<file path="src/rtl/cpu_pkg.sv">
// Shared definitions for the multi-cycle CPU controller: FSM states, instruction
// field encodings, branch condition codes and datapath select encodings.
package cpu_pkg;

   typedef enum logic [1:0] {
      S_FETCH   = 2'b00,
      S_DECODE  = 2'b01,
      S_EXEC    = 2'b10,
      S_LOAD_WB = 2'b11
   } state_t;

   localparam logic [3:0] OP_RTYPE = 4'b0000;
   localparam logic [3:0] OP_ANDI  = 4'b0001;
   localparam logic [3:0] OP_ORI   = 4'b0010;
   localparam logic [3:0] OP_XORI  = 4'b0011;
   localparam logic [3:0] OP_MEM   = 4'b0100;
   localparam logic [3:0] OP_ADDI  = 4'b0101;
   localparam logic [3:0] OP_SHIFT = 4'b1000;
   localparam logic [3:0] OP_SUBI  = 4'b1001;
   localparam logic [3:0] OP_CMPI  = 4'b1011;
   localparam logic [3:0] OP_BCOND = 4'b1100;
   localparam logic [3:0] OP_MOVI  = 4'b1101;
   localparam logic [3:0] OP_LUI   = 4'b1111;

   localparam logic [3:0] EXT_CMP   = 4'b1011;
   localparam logic [3:0] EXT_MOV   = 4'b1101;
   localparam logic [3:0] EXT_LSH   = 4'b0100;
   localparam logic [3:0] EXT_LOAD  = 4'b0000;
   localparam logic [3:0] EXT_STOR  = 4'b0100;
   localparam logic [3:0] EXT_JAL   = 4'b1000;
   localparam logic [3:0] EXT_JCOND = 4'b1100;

   localparam logic [3:0] CC_EQ    = 4'b0000;
   localparam logic [3:0] CC_NE    = 4'b0001;
   localparam logic [3:0] CC_CS    = 4'b0010;
   localparam logic [3:0] CC_CC    = 4'b0011;
   localparam logic [3:0] CC_L     = 4'b0100;
   localparam logic [3:0] CC_NL    = 4'b0101;
   localparam logic [3:0] CC_N     = 4'b0110;
   localparam logic [3:0] CC_NN    = 4'b0111;
   localparam logic [3:0] CC_F     = 4'b1000;
   localparam logic [3:0] CC_NF    = 4'b1001;
   localparam logic [3:0] CC_HI    = 4'b1010;
   localparam logic [3:0] CC_LS    = 4'b1011;
   localparam logic [3:0] CC_GT    = 4'b1100;
   localparam logic [3:0] CC_LE    = 4'b1101;
   localparam logic [3:0] CC_UC    = 4'b1110;
   localparam logic [3:0] CC_NEVER = 4'b1111;

   // Bit positions inside the {C,L,F,Z,N} flag vector
   localparam int FLAG_C = 4;
   localparam int FLAG_L = 3;
   localparam int FLAG_F = 2;
   localparam int FLAG_Z = 1;
   localparam int FLAG_N = 0;

   localparam logic [1:0] PC_SEL_INC  = 2'b00;
   localparam logic [1:0] PC_SEL_DISP = 2'b01;
   localparam logic [1:0] PC_SEL_REG  = 2'b10;

   localparam logic [1:0] WB_SEL_ALU = 2'b00;
   localparam logic [1:0] WB_SEL_MEM = 2'b01;
   localparam logic [1:0] WB_SEL_PC  = 2'b10;

   function automatic logic is_imm_alu(input logic [3:0] op);
      logic r_hit;
      case (op)
         OP_ANDI, OP_ORI, OP_XORI, OP_ADDI,
         OP_SUBI, OP_CMPI, OP_MOVI, OP_LUI: r_hit = 1'b1;
         default:                           r_hit = 1'b0;
      endcase
      return r_hit;
   endfunction

endpackage

</file>
<file path="src/rtl/cond_check.sv">
// Branch/jump condition evaluator: maps the 4-bit condition code carried in the
// Rdest field onto the current {C,L,F,Z,N} flags.
module cond_check
   import cpu_pkg::*;
(
   input  logic [3:0] Rdest,
   input  logic [4:0] flags,
   output logic       cond
);

   logic w_c, w_l, w_f, w_z, w_n;

   assign w_c = flags[FLAG_C];
   assign w_l = flags[FLAG_L];
   assign w_f = flags[FLAG_F];
   assign w_z = flags[FLAG_Z];
   assign w_n = flags[FLAG_N];

   // Condition-code lookup
   always_comb begin
      case (Rdest)
         CC_EQ:    cond = w_z;
         CC_NE:    cond = ~w_z;
         CC_CS:    cond = w_c;
         CC_CC:    cond = ~w_c;
         CC_L:     cond = w_l;
         CC_NL:    cond = ~w_l;
         CC_N:     cond = w_n;
         CC_NN:    cond = ~w_n;
         CC_F:     cond = w_f;
         CC_NF:    cond = ~w_f;
         CC_HI:    cond = ~w_l & ~w_z;
         CC_LS:    cond = w_l | w_z;
         CC_GT:    cond = ~w_n & ~w_z;
         CC_LE:    cond = w_n | w_z;
         CC_UC:    cond = 1'b1;
         CC_NEVER: cond = 1'b0;
         default:  cond = 1'b0;
      endcase
   end

endmodule

</file>
<file path="src/rtl/cpu_controller.sv">
// Multi-cycle CPU control FSM (fetch, decode, execute, load write-back).
// Outputs are decoded combinationally from the current state and the IR fields.
module cpu_controller
   import cpu_pkg::*;
(
   input  logic       clk,
   input  logic       reset,
   input  logic       stall,
   input  logic [3:0] opcode,
   input  logic [3:0] opcodeExt_ImmHi,
   input  logic [3:0] Rdest,
   input  logic [4:0] flags,
   output logic       ir_en,
   output logic       pc_en,
   output logic [1:0] pc_sel,
   output logic       addr_sel,
   output logic       mem_we,
   output logic       regfile_we,
   output logic       flags_we,
   output logic [1:0] wb_sel,
   output logic       alu_src_imm
);

   state_t     r_state;
   state_t     w_next_state;
   logic       w_cond;

   logic       w_x_pc_en, w_x_addr_sel, w_x_mem_we, w_x_regfile_we;
   logic       w_x_flags_we, w_x_alu_src_imm, w_x_is_load;
   logic [1:0] w_x_pc_sel, w_x_wb_sel;

   logic       w_ir_en, w_pc_en, w_addr_sel, w_mem_we, w_regfile_we;
   logic       w_flags_we, w_alu_src_imm;
   logic [1:0] w_pc_sel, w_wb_sel;

   cond_check u_cond_check (
      .Rdest (Rdest),
      .flags (flags),
      .cond  (w_cond)
   );

   // State register; reset wins over stall
   always_ff @(posedge clk) begin
      if (reset) begin
         r_state <= S_FETCH;
      end else if (stall) begin
         r_state <= r_state;
      end else begin
         r_state <= w_next_state;
      end
   end

   // Execute-phase instruction decode
   always_comb begin
      w_x_pc_en       = 1'b1;
      w_x_pc_sel      = PC_SEL_INC;
      w_x_addr_sel    = 1'b0;
      w_x_mem_we      = 1'b0;
      w_x_regfile_we  = 1'b0;
      w_x_flags_we    = 1'b0;
      w_x_wb_sel      = WB_SEL_ALU;
      w_x_alu_src_imm = 1'b0;
      w_x_is_load     = 1'b0;
      if (opcode == OP_RTYPE) begin
         w_x_regfile_we = (opcodeExt_ImmHi != EXT_CMP);
         w_x_flags_we   = (opcodeExt_ImmHi != EXT_MOV);
      end else if (is_imm_alu(opcode)) begin
         w_x_alu_src_imm = 1'b1;
         w_x_regfile_we  = (opcode != OP_CMPI);
         w_x_flags_we    = (opcode != OP_MOVI) && (opcode != OP_LUI);
      end else if (opcode == OP_SHIFT) begin
         w_x_regfile_we  = 1'b1;
         w_x_alu_src_imm = (opcodeExt_ImmHi != EXT_LSH);
      end else if (opcode == OP_MEM) begin
         case (opcodeExt_ImmHi)
            EXT_LOAD: begin
               // PC holds until the write-back cycle completes the load
               w_x_addr_sel = 1'b1;
               w_x_pc_en    = 1'b0;
               w_x_is_load  = 1'b1;
            end
            EXT_STOR: begin
               w_x_addr_sel = 1'b1;
               w_x_mem_we   = 1'b1;
            end
            EXT_JAL: begin
               w_x_regfile_we = 1'b1;
               w_x_wb_sel     = WB_SEL_PC;
               w_x_pc_sel     = PC_SEL_REG;
            end
            EXT_JCOND: begin
               w_x_pc_sel = w_cond ? PC_SEL_REG : PC_SEL_INC;
            end
            default: begin
               w_x_pc_en = 1'b1;
            end
         endcase
      end else if (opcode == OP_BCOND) begin
         w_x_pc_sel = w_cond ? PC_SEL_DISP : PC_SEL_INC;
      end else begin
         w_x_pc_en = 1'b1;
      end
   end

   // Next-state and per-state raw controls
   always_comb begin
      w_next_state  = r_state;
      w_ir_en       = 1'b0;
      w_pc_en       = 1'b0;
      w_pc_sel      = PC_SEL_INC;
      w_addr_sel    = 1'b0;
      w_mem_we      = 1'b0;
      w_regfile_we  = 1'b0;
      w_flags_we    = 1'b0;
      w_wb_sel      = WB_SEL_ALU;
      w_alu_src_imm = 1'b0;
      case (r_state)
         S_FETCH: begin
            w_next_state = S_DECODE;
         end
         S_DECODE: begin
            w_ir_en      = 1'b1;
            w_next_state = S_EXEC;
         end
         S_EXEC: begin
            w_pc_en       = w_x_pc_en;
            w_pc_sel      = w_x_pc_sel;
            w_addr_sel    = w_x_addr_sel;
            w_mem_we      = w_x_mem_we;
            w_regfile_we  = w_x_regfile_we;
            w_flags_we    = w_x_flags_we;
            w_wb_sel      = w_x_wb_sel;
            w_alu_src_imm = w_x_alu_src_imm;
            w_next_state  = w_x_is_load ? S_LOAD_WB : S_FETCH;
         end
         S_LOAD_WB: begin
            w_addr_sel   = 1'b1;
            w_regfile_we = 1'b1;
            w_wb_sel     = WB_SEL_MEM;
            w_pc_en      = 1'b1;
            w_pc_sel     = PC_SEL_INC;
            w_next_state = S_FETCH;
         end
         default: begin
            w_next_state = S_FETCH;
         end
      endcase
   end

   // Output gating: reset clears everything, stall suppresses only the strobes
   always_comb begin
      if (reset) begin
         ir_en       = 1'b0;
         pc_en       = 1'b0;
         mem_we      = 1'b0;
         regfile_we  = 1'b0;
         flags_we    = 1'b0;
         pc_sel      = PC_SEL_INC;
         addr_sel    = 1'b0;
         wb_sel      = WB_SEL_ALU;
         alu_src_imm = 1'b0;
      end else begin
         ir_en       = w_ir_en      & ~stall;
         pc_en       = w_pc_en      & ~stall;
         mem_we      = w_mem_we     & ~stall;
         regfile_we  = w_regfile_we & ~stall;
         flags_we    = w_flags_we   & ~stall;
         pc_sel      = w_pc_sel;
         addr_sel    = w_addr_sel;
         wb_sel      = w_wb_sel;
         alu_src_imm = w_alu_src_imm;
      end
   end

endmodule
</file>
<file path="config.mk">
export PLATFORM = sky130hd
export DESIGN_NAME = cpu_controller
export DESIGN_NICKNAME = d
export VERILOG_FILES = /design/src/rtl/cpu_pkg.sv /design/src/rtl/cond_check.sv /design/src/rtl/cpu_controller.sv
export SDC_FILE = /design/constraint.sdc
export NUM_CORES = 1
export LEC_CHECK = 0
export ABC_AREA = 1
export CAP_MARGIN = 20
export CELL_PAD_IN_SITES_DETAIL_PLACEMENT = 2
export CELL_PAD_IN_SITES_GLOBAL_PLACEMENT = 2
export CORE_MARGIN = 1
export CORE_UTILIZATION = 17
export CTS_CLUSTER_DIAMETER = 60
export CTS_CLUSTER_SIZE = 12
export DETAILED_ROUTE_END_ITERATION = 10
export PLACE_DENSITY_LB_ADDON = 0.1
export SYNTH_ARGS = -nofsm -noshare
export SYNTH_HDL_FRONTEND = slang
export SYNTH_HIERARCHICAL = 1
export SYNTH_SLANG_ARGS = --single-unit
</file>
<file path="constraint.sdc">
create_clock -name clk -period 1.73 [get_ports clk]
set_input_delay 0.4325 -clock clk [delete_from_list [all_inputs] [get_ports clk]]
set_output_delay 0.4325 -clock clk [all_outputs]
set_load 0.1 [all_outputs]
</file>
; Word-level counts from Yosys, hierarchy flattened
; Memories as Yosys holds them, arrays and structs flattened.
; Cells that the tools add are included.
[classes]
mul = 0
div = 0
bitwise = 15
n_eq_ne = 30
n_reduce_logical = 6
shifts = 0
n_lt_le_gt_ge = 0
n_addsub = 0
mux = 65
[op_table]
columns = cell, n
row1 = $eq A4 B4 Y1 const B, 12
row2 = $mux W1, 44
row3 = $mux W2, 14
row4 = $eq A4 B3 Y1 const B, 6
row5 = $ne A4 B4 Y1 const B, 5
row6 = $pmux W1 S16, 1
row7 = $logic_not A4 Y1, 3
row8 = $eq A4 B2 Y1 const B, 2
row9 = $pmux W2 S2, 2
row10 = $pmux W2 S4, 1
row11 = $and A1 B1 Y1, 7
row12 = $not A1 Y1, 6
row13 = $pmux W1 S2, 3
row14 = $eq A2 B2 Y1 const B, 2
row15 = $eq A4 B1 Y1 const B, 1
row16 = $ne A4 B3 Y1 const B, 1
row17 = $eq A2 B1 Y1 const B, 1
row18 = $logic_not A2 Y1, 1
row19 = $or A1 B1 Y1, 2
row20 = $reduce_or A2 Y1, 1
row21 = $logic_and A1 B1 Y1, 1
[word_totals]
latchBits = 0
mem_count = 1
romBits = 16
word_cells = 118
ram_bits = 0
reg_bits = 2
[memory_table]
columns = name, words, width, rd, rd_ports_with_merged_regs, write_ports, line
row1 = (no name shown), 16, 1, 1, 0, 0, cpu_pkg.sv:67  ; case (op)

; Logic depth before layout (Yosys ltp)
; Gate-level depths: netlist of the first run.
[depth]
word_depth = 11
depth_mapped = 11
depth_no_buf = 11

; Hierarchy
; The synthesis of the first run kept the hierarchy.
[modules_own_cells]
columns = mod, n_inst, area_per_inst_um2, cells_each
row1 = cpu_controller, 1, 374.1, 70
row2 = cond_check, 1, 220.2, 52

; Worst setup path after synthesis of the first run
; OpenSTA, ideal clock, no wires.
[synth_timing]
path_kind = input to output
start = input opcodeExt_ImmHi[1]
end = output addr_sel
setup_slack_ps = -1749
path_stages = 4
path_buffers = 0
arrival_ps = 3046
required_ps = 1297
cell_sequence = or2_1 nor2_2 nand2_1 a211oi_1
[synth_between]
elab_chain_len = 9
[synth_lines]
columns = item, line
row1 = from (decl), cpu_controller.sv:10  ; input logic [3:0] opcodeExt_ImmHi,
row2 = $eq A4 B3 Y1 or $logic_not A4 Y1 (tied branches), cpu_controller.sv:75  ; case (opcodeExt_ImmHi)
row3 = $reduce_or A2 Y1 (no line) *, --
row4 = $mux W1 *, cpu_controller.sv:75
row5 = $mux W1 *, cpu_controller.sv:74  ; end else if (opcode == OP_MEM) begin
row6 = $mux W1 *, cpu_controller.sv:71  ; end else if (opcode == OP_SHIFT) begin
row7 = $mux W1 *, cpu_controller.sv:67  ; end else if (is_imm_alu(opcode)) begin
row8 = $mux W1 *, cpu_controller.sv:64  ; if (opcode == OP_RTYPE) begin
row9 = $pmux W1 S2 *, cpu_controller.sv:117  ; case (r_state)
row10 = $mux W1 *, cpu_controller.sv:152  ; if (reset) begin
row11 = to (decl), cpu_controller.sv:16  ; output logic addr_sel,
; Every way passes the cells marked *; elsewhere a longest branch is shown, timed or not.

; Worst setup path in the final report of the first run
[layout_timing]
start = input Rdest[1]
end = output pc_sel[1]
[layout_between]
elab_chain_len = 10
[layout_lines]
columns = item, line
row1 = from (decl), cpu_controller.sv:11  ; input logic [3:0] Rdest,
row2 = $eq A4 B4 Y1 (tied with other cells), cond_check.sv:21  ; case (Rdest)
row3 = $pmux W1 S16 *, cond_check.sv:21
row4 = named net w_cond, cpu_controller.sv:26  ; logic w_cond;
row5 = $mux W2 *, cpu_controller.sv:92  ; w_x_pc_sel = w_cond ? PC_SEL_REG : PC_SEL_INC;
row6 = $pmux W2 S2 *, cpu_controller.sv:75
row7 = $mux W2 *, cpu_controller.sv:74
row8 = $mux W2 *, cpu_controller.sv:71
row9 = $mux W2 *, cpu_controller.sv:67
row10 = $mux W2 *, cpu_controller.sv:64
row11 = $mux W2 *, cpu_controller.sv:117
row12 = $mux W2 *, cpu_controller.sv:152
row13 = to (decl), cpu_controller.sv:15  ; output logic [1:0] pc_sel,
; The timed path passes the listed nets; every way through them passes the cells marked *.

==> results of run 1 <==
worst register-to-register path, delay by kind of cell, from the launching register on:
family / cells / cell delay, ns
buf+inv: 3 / 0.33
flops: 1 / 0.35
simple gates: 3 / 0.38
cell usage after synthesis, drive strengths merged, types with 2 or more instances:
| cell type | count | area (um^2) |
|---|---|---|
| nand2 | 35 | 134 |
| nor2 | 26 | 118 |
| inv | 20 | 75.1 |
| nand3 | 17 | 95.1 |
| nor3 | 6 | 35.0 |
| a21oi | 4 | 20.0 |
| nand4 | 3 | 18.8 |
| o21ai | 3 | 15.0 |
| dfxtp | 2 | 40.0 |
| or2 | 2 | 15.0 |
stage by stage:
| stage | utilization (%) | hold slack (ns) | power, uW |
|---|---|---|---|
| final | 53.3 | 0.593 | 525 |
| after global routing | 53.3 | 0.606 | 546 |
| after CTS | 49.6 | 0.595 | 473 |
| after detailed placement | 42.8 | 0.610 | 327 |
| after global placement | 42.8 | 0.586 | 315 |
| after floorplan | - | 0.515 | 176 |
cell families (layout without fill, tap and decap cells):
| logic type | count (synthesis) | count (layout) | synth area share [%] |
|---|---|---|---|
| and+or+nand+nor | 90 | 90 | 71.2 |
| buffers and inverters | 20 | 91 | 12.6 |
| AOI/OAI and AO/OA | 10 | 10 | 9.47 |
| DFF | 2 | 2 | 6.74 |
routing by layer:
| layer | GRT usage (%) | vias up |
|---|---|---|
| met5 | 0 | - |
| met4 | 7.47 | 0 |
| met3 | 2.31 | 24 |
| met2 | 44.7 | 48 |
| met1 | 25.7 | 578 |
| li1 | - | 540 |
how the worst min path moves through the flow:
| stage | end | from | slack (ns) | depth (start not counted) |
|---|---|---|---|---|
| global route | r_state[0]$_SDFFE_PP0N_ | r_state[1]$_SDFFE_PP0N_ | 0.61 | 2 |
| CTS | r_state[0]$_SDFFE_PP0N_ | r_state[1]$_SDFFE_PP0N_ | 0.60 | 2 |
| floorplan | r_state[0]$_SDFFE_PP0N_ | r_state[1]$_SDFFE_PP0N_ | 0.52 | 1 |
| global placement | r_state[0]$_SDFFE_PP0N_ | r_state[1]$_SDFFE_PP0N_ | 0.59 | 2 |
| finish | r_state[0]$_SDFFE_PP0N_ | r_state[1]$_SDFFE_PP0N_ | 0.59 | 2 |
| detailed placement | r_state[0]$_SDFFE_PP0N_ | r_state[1]$_SDFFE_PP0N_ | 0.61 | 2 |
layout make-up:
class,instances,area [um^2],share of cell area [%]
multi-input cells,100,837,47.1
repair buffers,68,722,40.6
inverters,20,96.3,5.42
well taps,46,57.6,3.24
flip-flops and latches,2,42.5,2.39
clock buffers,3,22.5,1.27
timing repair:
action | CTS | global route
pin swaps | 39 | 23
gates cloned | 0 | 0
setup endpoints to repair | 11 | 11
setup buffers | 5 | 7
gates resized for setup | 120 | 25
placed cells by master (no fill, tap or decap), types with 3 or more instances in the layout:
cell,Yosys,layout
nand3_2,2,10
nor2_2,5,6
inv_4,0,4
nand4_1,3,3
nand2_4,0,8
inv_2,3,8
buf_4,0,32
buf_6,0,12
buf_8,0,3
nand3_1,15,6
nand2_2,1,7
clkbuf_4,0,3
nor3_4,0,6
buf_2,0,3
inv_1,17,6
buf_12,0,11
dlygate4sd2_1,0,5
nor2_1,20,3
nand2_1,34,20
nor2_4,1,17
power by group:
part           internal (uW)  switching, uW  leakage, uW  total (uW)
Clock                   76.6           27.0    0.0000138         104
Sequential              50.6           3.62    0.0000172        54.2
Combinational            151            217     0.000770         367
Total                    278            247     0.000801         525
==> impl_metrics.ini, run 1 <==
[power_and_ir_drop]
powerDensity_nw_per_um2 = 295
p_leak_uw = 0.000801
max-vdd-ir-drop_mv = 0.216

[cts]
cts_sinks = 2
cts_tree = yes
numCtsBuffers = 3
clk_path_buf_depth = 2
htreeDepth = 1
clk_latency_ns = 0.23
cts_hold_buf = 0
cts_root_buf = clkbuf_4
clkTransAtPathRegs_ns = 0.03

[setup_path]
crit_end = pc_sel[1]
rr_worst_depth = 6
worstPathArrival_ns = 2.03
r2r_slack_ns = 0.63
crit_required_ns = 1.30
cp-start-kind = primary input
crit_path_frequent_cell = nor2_2
critical-path-top-delay-family = simple AND/OR/NAND/NOR gates
r2r-start = r_state[0]$_SDFFE_PP0N_
crit_start = Rdest[1]
path_buf_inv = 4
cp_num_cells = 13
slowest_stage = o211ai_1
r2r-end = r_state[1]$_SDFFE_PP0N_
crit_fanout = 4
worstPathCellList = buf_8, buf_4, nand2_2, inv_2, nor2_2, nor2_2, nor2_2, nand3_2, nor2_2, nor2_2, o211ai_1, nor2_4, buf_12
crit_type = primary input to primary output
cpPeakStageDelay_ns = 0.29
end_kind = primary output

[placed_design]
io_buffers = 30
place_area_um2 = 1430
dp_hpwl_um = 2870
dp_cells = 224
dp_slack_ns = -0.980
gp_congestion = 0.864

[finish]
nets = 215
fin_area_um2 = 1780
top_regs = r_state x2
num-fill-cells = 362
largest_reg_flops = 2
max_flop_register = r_state
finalNonFillerCells = 239
area_growth_pct = 199
antenna_cells = 0
drive_above_1_share_pct = 74.6

[sta]
finClkSkew_ns = 0.00620
fin_setup_tns_ns = -3.03
worst_pin_slew_ns = 0.305
max_freq_mhz = 406
report.final.slew_viol_count = 0
final-hold-violation-count = 0
rsz0062_at_grt = true
period_minus_slack_ns = 2.46
post-route-period-util_pct = 142
setup_viol = 9
relSlewSlack_pct = 79.6
timing.final.ws_setup_ns = -0.731

[status]
failed_checks = setup timing
status = complete, but fails checks

[synth]
yosysUniqueCellTypes = 22
ys.flop_type = dfxtp_1
seq_area_frac_synth_pct = 6.74
async_reset_ff_share_pct = 0
ys_ff_latch = 2
syn-num-nets = 142
syn_area_per_cell_um2 = 4.87
synth_edf_count = 0
yosysWarnings = 6
netlist_area_um2 = 594
synthCells = 122

[floorplanning]
dieArea_um2 = 3740
die_x_um = 61.1
num_rows = 21
die_y_um = 61.1
core_um2 = 3340
pin_count = 31
floorplan.initialDensity_pct = 17.8

[global_route]
grt_use_total_pct = 23.0
overflow = 0
antenna_found_initial = 0
grt_pass1_vias = 1219
grt_max_degree = 6
grt_pass1_wl_um = 6140

[detailed_routing]
drt_iter0_markers = 25
wl_per_cell_um = 21.8
wl_met3_um = 183
ant_nets = 0
postRouteWirelength_um = 5210
drcViolationCount = 0
vias = 1190
drt-pass1-iter-count = 4
viasPerCell = 4.98
top_layer = met4
dr_wl_met2_um = 2860
wl_met1_um = 1840

[min_path]
hold_path_class = register to register

[run]
maxCapViolCount = 0
Power figures use the tool's default switching activity.
==> run 2, diff against run 1 <==
--- a/constraint.sdc
+++ b/constraint.sdc
@@ -3,2 +3,2 @@
 set_output_delay 0.4325 -clock clk [all_outputs]
-set_load 0.1 [all_outputs]
+set_load 0.01 [all_outputs]
==> run 2 against run 1 <==
The run ends with DRC, setup timing left. Setup slack better by 0.31 ns. Design area is 11% lower. Sequential power hardly changed. Clock skew is 0.0056 ns lower. Combinational power is 11% lower. Critical path depth stayed put. Clock-buffer cell count stayed put. Non-clock buffer count is 4 higher. Power is 6.6% lower. Sequential share of layout area is 0.29 points higher. Via count is 5.3% lower. Critical path type unchanged. Largest cell class unchanged.
==> impl_metrics.ini, run 2 (synthesis results as in run 1) <==
[status]
status = complete, but fails checks
failed_checks = DRC, setup timing

[power_and_ir_drop]
p_leak_uw = 0.000786
powerDensity_nw_per_um2 = 310
max-vdd-ir-drop_mv = 0.264

[finish]
max_flop_register = r_state
area_growth_pct = 167
top_regs = r_state x2
largest_reg_flops = 2
final_common_cell = buf_4
antenna_cells = 0
nets = 219
drive_above_1_share_pct = 69.5
fin_area_um2 = 1580
final_cell_mix = buf_4, nand2_1, buf_2

[sta]
post-route-period-util_pct = 125
period_minus_slack_ns = 2.16
report.final.slew_viol_count = 0
finClkSkew_ns = 0.000632
worst_pin_slew_ns = 0.234
final-hold-violation-count = 0
max_freq_mhz = 464
timing.final.ws_setup_ns = -0.426
rsz0062_at_grt = true
relSlewSlack_pct = 84.4
fin_setup_tns_ns = -1.75
setup_viol = 10

[floorplanning]
core_um2 = 3340
pin_count = 31
floorplan.initialDensity_pct = 17.8
dieArea_um2 = 3740
die_y_um = 61.1
num_rows = 21
die_x_um = 61.1

[detailed_routing]
drcViolationCount = 1
drt_iter0_markers = 16
drt-pass1-iter-count = 7
postRouteWirelength_um = 5070
viasPerCell = 4.64
ant_nets = 0
wl_per_cell_um = 20.9
vias = 1127

[cts]
numCtsBuffers = 3
clkTransAtPathRegs_ns = 0.03
cts_sinks = 2
htreeDepth = 1
clk_path_buf_depth = 2
cts_root_buf = clkbuf_4
cts_tree = yes
cts_hold_buf = 0
clk_latency_ns = 0.23

[setup_path]
worstPathArrival_ns = 1.72
worstPathCellList = buf_12, inv_6, nor2_4, nand2_2, nand2_1, nand3_1, nand2_1, nand3_1, nor2_1, nor2_1, o211ai_1, nor2_2, buf_2
cpPeakStageDelay_ns = 0.20
end_kind = primary output
crit_fanout = 5
cp-start-kind = primary input
critical-path-top-delay-family = simple AND/OR/NAND/NOR gates
slowest_stage = o211ai_1
crit_required_ns = 1.30
crit_type = primary input to primary output
path_buf_inv = 3

[placed_design]
place_area_um2 = 1120
gp_congestion = 0.778
dp_hpwl_um = 2430
io_buffers = 30

[global_route]
grt_pass1_wl_um = 5890
overflow = 0
grt_pass1_vias = 1183
grt_max_degree = 6
antenna_found_initial = 0
grt_use_total_pct = 22.0

[min_path]
hold_path_class = register to register

[run]
maxCapViolCount = 0
run 2: where the power goes:
| group | total [uW] | internal (uW) | leakage (uW) | switching, uW |
|---|---|---|---|---|
| sequential | 54.1 | 50.6 | 0.0000172 | 3.57 |
| combinational | 325 | 144 | 0.000755 | 181 |
| clock | 112 | 77.3 | 0.0000138 | 34.5 |
run 2: what timing repair did:
action | CTS | global route
setup endpoints to repair | 11 | 11
gates resized for setup | 182 | 38
setup buffers | 14 | 8
pin swaps | 42 | 30
run 2: path summary, 6_finish.rpt:
check             slack [ns]  depth (start not counted)                 endpoint                    start
setup / recovery       -0.43                         13                pc_sel[1]                 Rdest[0]
hold / removal          0.72                          3  r_state[0]$_SDFFE_PP0N_  r_state[1]$_SDFFE_PP0N_
setup reg to reg        0.37                          8  r_state[1]$_SDFFE_PP0N_  r_state[1]$_SDFFE_PP0N_
hold reg to reg         0.72                          3  r_state[0]$_SDFFE_PP0N_  r_state[1]$_SDFFE_PP0N_
run 2: area by class of cell:
type / instances / area [um^2]
sequential: 2 / 42.5
multi-input combinational: 100 / 767
fill: 386 / 1750
timing repair buffer: 72 / 604
tap: 46 / 57.6
clock buffer: 3 / 22.5
inverter: 20 / 90.1
run 2: metrics by stage:
step                      hold slack, ns  utilization [%]  std cells  total power, uW  setup WS, ns
after floorplan                    0.466                -        122              127        0.0136
after global placement             0.578             33.7        221              246         -1.16
after detailed placement           0.614             33.7        221              253         -1.28
after CTS                          0.680             42.0        237              423        -0.310
after global routing               0.724             47.5        243              519        -0.508
final                              0.720             47.5        243              491        -0.426
run 2: per-layer routing:
layer | vias up | wire length, um | part of all wire [%] | GRT usage [%]
met2 | 26 | 2830 | 56 | 47.4
met4 | 0 | 172 | 3.4 | 5.19
met1 | 545 | 1970 | 39 | 22.0
met5 | - | 0 | 0 | 0
li1 | 546 | - | - | -
met3 | 10 | 95 | 1.9 | 1.68
run 2: tightest hold or removal path, cell delays in order, from the launching register on:
cell and delay (ns):
dfxtp_2 0.34, buf_4 0.11, buf_4 0.13, a31oi_1 0.09
